===== src/rtl/serial_add_pkg.sv =====
// Shared types and helpers for the bit-serial adder controller.
package serial_add_pkg;

   localparam int unsigned WidthMin = 2;
   localparam int unsigned WidthMax = 32;

   typedef enum logic [1:0] {
      StIdle  = 2'd0,
      StShift = 2'd1,
      StDone  = 2'd2
   } state_e;

   // Bits needed to count 0..value-1.
   function automatic int unsigned clog2(input int unsigned value);
      int unsigned r;
      r = 0;
      while ((32'd1 << r) < value) r = r + 1;
      return r;
   endfunction

endpackage


===== src/rtl/carry_reg.sv =====
// Running-carry flop; sel=1 loads the fresh carry-in, sel=0 the computed carry.
module carry_reg (
   input  logic clock,
   input  logic reset,
   input  logic sel,
   input  logic c_in,
   input  logic c_comp,
   output logic carry
);

   always_ff @(posedge clock or negedge reset) begin
      if (!reset) carry <= 1'b0;
      else        carry <= sel ? c_in : c_comp;
   end

endmodule


===== src/rtl/serial_add_ctrl.sv =====
// Bit-serial adder sequencer: one full-adder bit per cycle, LSB first.
// Optional signed-overflow output enabled by SERIAL_ADD_OVF_EN.
module serial_add_ctrl
   import serial_add_pkg::*;
#(
   parameter int unsigned WIDTH = 8
) (
   input  logic             clock,
   input  logic             reset,
   input  logic             start,
   input  logic [WIDTH-1:0] a,
   input  logic [WIDTH-1:0] b,
   input  logic             c_in,
   output logic             busy,
   output logic             done,
   output logic [WIDTH-1:0] sum,
   output logic             c_out
`ifdef SERIAL_ADD_OVF_EN
   ,
   output logic             ovf
`endif
);

   localparam int unsigned CntW = (clog2(WIDTH) < 1) ? 1 : clog2(WIDTH);

   state_e           state_q, state_d;
   logic [WIDTH-1:0] a_q, a_d, b_q, b_d;
   // Holds the WIDTH-1 bits produced so far; the last bit goes straight to sum.
   logic [WIDTH-2:0] sum_sr_q, sum_sr_d;
   logic [CntW-1:0]  cnt_q, cnt_d;
   logic [WIDTH-1:0] sum_q, sum_d;
   logic             c_out_q, c_out_d;
   logic             busy_q, done_q;
   logic             carry_q, carry_sel, carry_comp, bit_s;
`ifdef SERIAL_ADD_OVF_EN
   logic             ovf_q, ovf_d;
`endif

   assign bit_s      = a_q[0] ^ b_q[0] ^ carry_q;
   assign carry_comp = (a_q[0] & b_q[0]) | (a_q[0] & carry_q) | (b_q[0] & carry_q);

   carry_reg u_carry_reg (
      .clock  (clock),
      .reset  (reset),
      .sel    (carry_sel),
      .c_in   (c_in),
      .c_comp (carry_comp),
      .carry  (carry_q)
   );

   always_comb begin
      state_d   = state_q;
      a_d       = a_q;
      b_d       = b_q;
      sum_sr_d  = sum_sr_q;
      cnt_d     = cnt_q;
      sum_d     = sum_q;
      c_out_d   = c_out_q;
      carry_sel = 1'b0;
`ifdef SERIAL_ADD_OVF_EN
      ovf_d     = ovf_q;
`endif
      unique case (state_q)
         StIdle, StDone: begin
            if (start) begin
               a_d       = a;
               b_d       = b;
               carry_sel = 1'b1;
               cnt_d     = '0;
               sum_sr_d  = '0;
               state_d   = StShift;
            end else begin
               state_d   = StIdle;
            end
         end
         StShift: begin
            a_d      = a_q >> 1;
            b_d      = b_q >> 1;
            sum_sr_d = (sum_sr_q >> 1) | ((WIDTH-1)'(bit_s) << (WIDTH-2));
            cnt_d    = cnt_q + CntW'(1);
            if (cnt_q == CntW'(WIDTH-1)) begin
               state_d = StDone;
               sum_d   = {bit_s, sum_sr_q};
               c_out_d = carry_comp;
`ifdef SERIAL_ADD_OVF_EN
               // carry_q is the carry into the MSB on this final bit.
               ovf_d   = carry_q ^ carry_comp;
`endif
            end
         end
         default: state_d = StIdle;
      endcase
   end

   always_ff @(posedge clock or negedge reset) begin
      if (!reset) begin
         state_q  <= StIdle;
         a_q      <= '0;
         b_q      <= '0;
         sum_sr_q <= '0;
         cnt_q    <= '0;
         sum_q    <= '0;
         c_out_q  <= 1'b0;
         busy_q   <= 1'b0;
         done_q   <= 1'b0;
      end else begin
         state_q  <= state_d;
         a_q      <= a_d;
         b_q      <= b_d;
         sum_sr_q <= sum_sr_d;
         cnt_q    <= cnt_d;
         sum_q    <= sum_d;
         c_out_q  <= c_out_d;
         busy_q   <= (state_d == StShift);
         done_q   <= (state_d == StDone);
      end
   end

`ifdef SERIAL_ADD_OVF_EN
   always_ff @(posedge clock or negedge reset) begin
      if (!reset) ovf_q <= 1'b0;
      else        ovf_q <= ovf_d;
   end
   assign ovf = ovf_q;
`endif

   assign busy  = busy_q;
   assign done  = done_q;
   assign sum   = sum_q;
   assign c_out = c_out_q;

endmodule


===== config.mk =====
export PLATFORM = sky130hd
export DESIGN_NAME = serial_add_ctrl
export DESIGN_NICKNAME = d
export VERILOG_FILES = /design/src/rtl/serial_add_pkg.sv /design/src/rtl/carry_reg.sv /design/src/rtl/serial_add_ctrl.sv
export SDC_FILE = /design/constraint.sdc
export NUM_CORES = 1
export LEC_CHECK = 0
export ABC_AREA = 1
export CAP_MARGIN = 20
export CORE_UTILIZATION = 30
export CTS_CLUSTER_SIZE = 20
export DETAILED_ROUTE_END_ITERATION = 7
export PLACE_DENSITY = 0.53
export SLEW_MARGIN = 20
export SYNTH_ARGS = -nofsm -noshare
export SYNTH_HDL_FRONTEND = slang
export SYNTH_SLANG_ARGS = --single-unit

===== constraint.sdc =====
create_clock -name clock -period 1.2 [get_ports clock]
set_input_delay 0.36 -clock clock [delete_from_list [all_inputs] [get_ports clock]]
set_output_delay 0.36 -clock clock [all_outputs]
set_load 0.05 [all_outputs]

==> summary.txt <==
Outcome
  – Run status: finished, violations left
  – Failing checks: setup timing

STA
  – Final setup vio count: 12
  – Max-slew violation count: 0
  – RSZ-0062 raised after global routing: true
  – Slew @ Worst Pin: 0.2156 ns
  – Final min period: 1.234 ns
  – Final period utilization: 102.8%
  – Skew final: 0.004001 ns
  – Final worst setup slack: -0.03385 ns
  – Smallest hold slack: 0.02541 ns
  – Setup TNS Final: -0.2819 ns
  – Fmax: 810.5 MHz
  – Relative slew slack: 85.48%
  – Fin. Hold Viols: 0

Clock tree
  – Root Driver: clkbuf_8
  – Clock H-tree levels: 2
  – Inserted Clock Buffers: 5
  – Clock Tree Buf Depth: 2
  – CTS tree: built
  – Clock sink count: 40
  – Hold-fix buffers at CTS: 0
  – Reg clk slew, reported paths: 0.08 ns
  – Worst-skew pair later-pin latency: 0.30 ns

Min path
  – Worst Hold Class: in2async

Critical path
  – Slowest CP cell: dfrtp_1
  – Buf+Inv Stages, Crit Path: 1
  – R2R Path Start: b_q[0]
  – Top delay family on crit path: flip-flops
  – Startpoint Class: register
  – Worst path cell trace: buf_12
  – CP Class: reg2out
  – CP max stage delay: 0.42 ns
  – Crit end category: output pin
  – CP max FO: 2
  – CP arrival: 0.87 ns
  – Crit path launch: sum[0]
  – WP data required: 0.84 ns

Cells and area
  – Filler cells: 577
  – N_diodes: 0
  – Share of cells above drive strength 1: 27.90%
  – Synth-to-Final Area Change: 47.47%
  – Final nets: 298
  – Register area: 1002 µm²
  – Multi-input logic area: 683.2 µm²

Route
  – Routed len/inst: 11.04 µm
  – Drc violations: 0
  – Initial DRC count: 68
  – Final wirelength: 3874 µm
  – Pre-antenna DRT Iters: 4
  – Antenna-violating nets left: 0
  – Vias/cell: 4.177
  – Via count: 1,466

Placed design
  – Placement Setup Slack: -0.2349 ns
  – IO buf count: 30
  – DP HPWL: 2522 µm
  – Placer's final routability congestion estimate: 0.7770

Synthesis
  – Asr flop ratio synth: 100.0%
  – Count leader, synth: nand2_1
  – Multiplexer share of the synthesized area: 0%
  – Post-Synth Simple-Gate Area: 23.67%
  – Syn Inst Count: 219
  – Netlist cell types: 21
  – Ys Warns: 0
  – Synth Register Bits: 40
  – Post-synth net total: 242
  – Most frequent cells after synthesis: 66 x nand2_1, 41 x inv_1, 40 x dfrtp_1
  – Post-Synth XOR/XNOR Area: 0%
  – EDFF count, synth: 0
  – Main combinational cell family by area after synthesis: simple AND/OR/NAND/NOR gates
  – Mean Syn Cell Area: 8.570 µm²
  – Synth Area in Adders: 2.400%
  – Main area contributors after synthesis: dfrtp_1 53%, nand2_1 13%, inv_1 8.2%, nand3_1 7.5%, o21ai_2 4.2%
  – Area leader, netlist: dfrtp_1
  – Compound-gate portion of the synthesized area: 7.667%
  – Mapped Area: 1877 µm²
  – Primary FF master, synth: dfrtp_1
  – Synth top area share: 53.33%
  – Seq/Total Area, Yosys: 53.33%

Global routing
  – GRT Overall Usage: 13.64%
  – Antenna violations before repair: 0
  – First-pass GRT wire length: 6575 µm
  – Largest net degree at the start of global routing: 41
  – Grt total ovfl: 0
  – Vias in the first global route: 1,380

Floorplan
  – Core Rows: 28
  – Die Wd: 81.10 µm
  – Die footprint: 6576 µm²
  – Core ar.: 5991 µm²
  – Starting Density: 31.33%
  – Top Ports: 31
  – Die height: 81.10 µm

Pwr
  – Maximum VDD drop: 1.403 mV
  – Switch share: 40.06%
  – Comb pwr share: 56.5%
  – Internal power: 4832 µW
  – Sequential cell fraction of total power: 29.8%
  – Power, Total: 8061 µW
  – Power per Cell Area: 2913 nW/µm²
  – Net Switching: 3230 µW
  – Clock power frac: 13.7%
  – Leakage power total: 0.001426 µW

Flow run
  – MaxCap Viol Count: 0
[timing repair]
| item | 4_1_cts | 5_1_grt |
|---|---|---|
| buffers inserted | 7 | 5 |
| cloned | 1 | 1 |
| hold endpoints to repair | 0 | 0 |
| pin swaps | 2 | 3 |
| setup endpoints to repair | 22 | 30 |
| resized for setup | 10 | 10 |
[cell type report]
type	count	share of cell area [%]
Clock inverter	3	1.537
Timing Repair Buffer	58	25.54
Tap cell	75	3.391
Multi-Input combinational cell	126	24.68
Inverter	44	6.148
Sequential cell	40	36.21
Clock buffer	5	2.486
[kinds of logic after synthesis]
family                   Yosys count
flip-flops                        40
buffers and inverters             53
AND/OR/NAND/NOR                  101
AO/OA/AOI/OAI                     22
adder cells (fa/ha/maj)            3
[cell usage in the layout, fill, tap and decap left out, types with 2 or more instances in the layout]
| cell | instances |
|---|---|
| buf_12 | 16 |
| buf_4 | 20 |
| clkbuf_8 | 5 |
| clkdlybuf4s50_1 | 18 |
| dfrtp_1 | 39 |
| inv_1 | 38 |
| inv_2 | 4 |
| inv_4 | 2 |
| nand2_1 | 62 |
| nand2_2 | 4 |
| nand2_4 | 3 |
| nand3_1 | 28 |
| o21ai_0 | 6 |
| o21ai_1 | 5 |
| o21ai_2 | 10 |
[power by group through the flow]
stage | sequential, µW | combinational [µW] | clock [µW]
floorplan | 2820 | 2040 | 0
global placement | 2410 | 4130 | 0
detailed placement | 2410 | 4190 | 0
CTS | 2400 | 4460 | 1140
global route | 2480 | 5030 | 1200
finish | 2400 | 4550 | 1100
[worst register-to-register path: stages (launching register included)]
cell and delay, ns:
dfrtp_1 0.39, inv_2 0.06, fa_1 0.42, or2_4 0.24, o21ai_2 0.05
[final timing paths]
check,end,slack [ns],depth (start not counted)
min,b_q[5],0.03,2
min reg2reg,a_q[1],0.48,2
max reg2reg,sum_sr_q[6],-0.03,4
max in group asynchronous,state_q[0],0.97,2
min in group clock,a_q[1],0.48,2
max,sum[0],-0.03,1
[per-layer routing]
layer,global-route usage (%),up-vias,wire length [µm],share of wire [%]
li1,-,774,-,-
met1,17.89,660,1842,48
met2,20.34,24,1827,47
met3,4.157,8,133,3.4
met4,6.607,0,70,1.8
met5,0,-,0,0
[per-stage QoR]
stage               area [µm²]  std cells  util [%]
detailed placement        2489        331     41.54
CTS                       2724        347     45.47
global route              2768        351     46.20
floorplan                 1879        219         -
finish                    2768        351     46.20
global placement          2489        331     41.54
No activity file was read; power rests on OpenSTA's default activity.
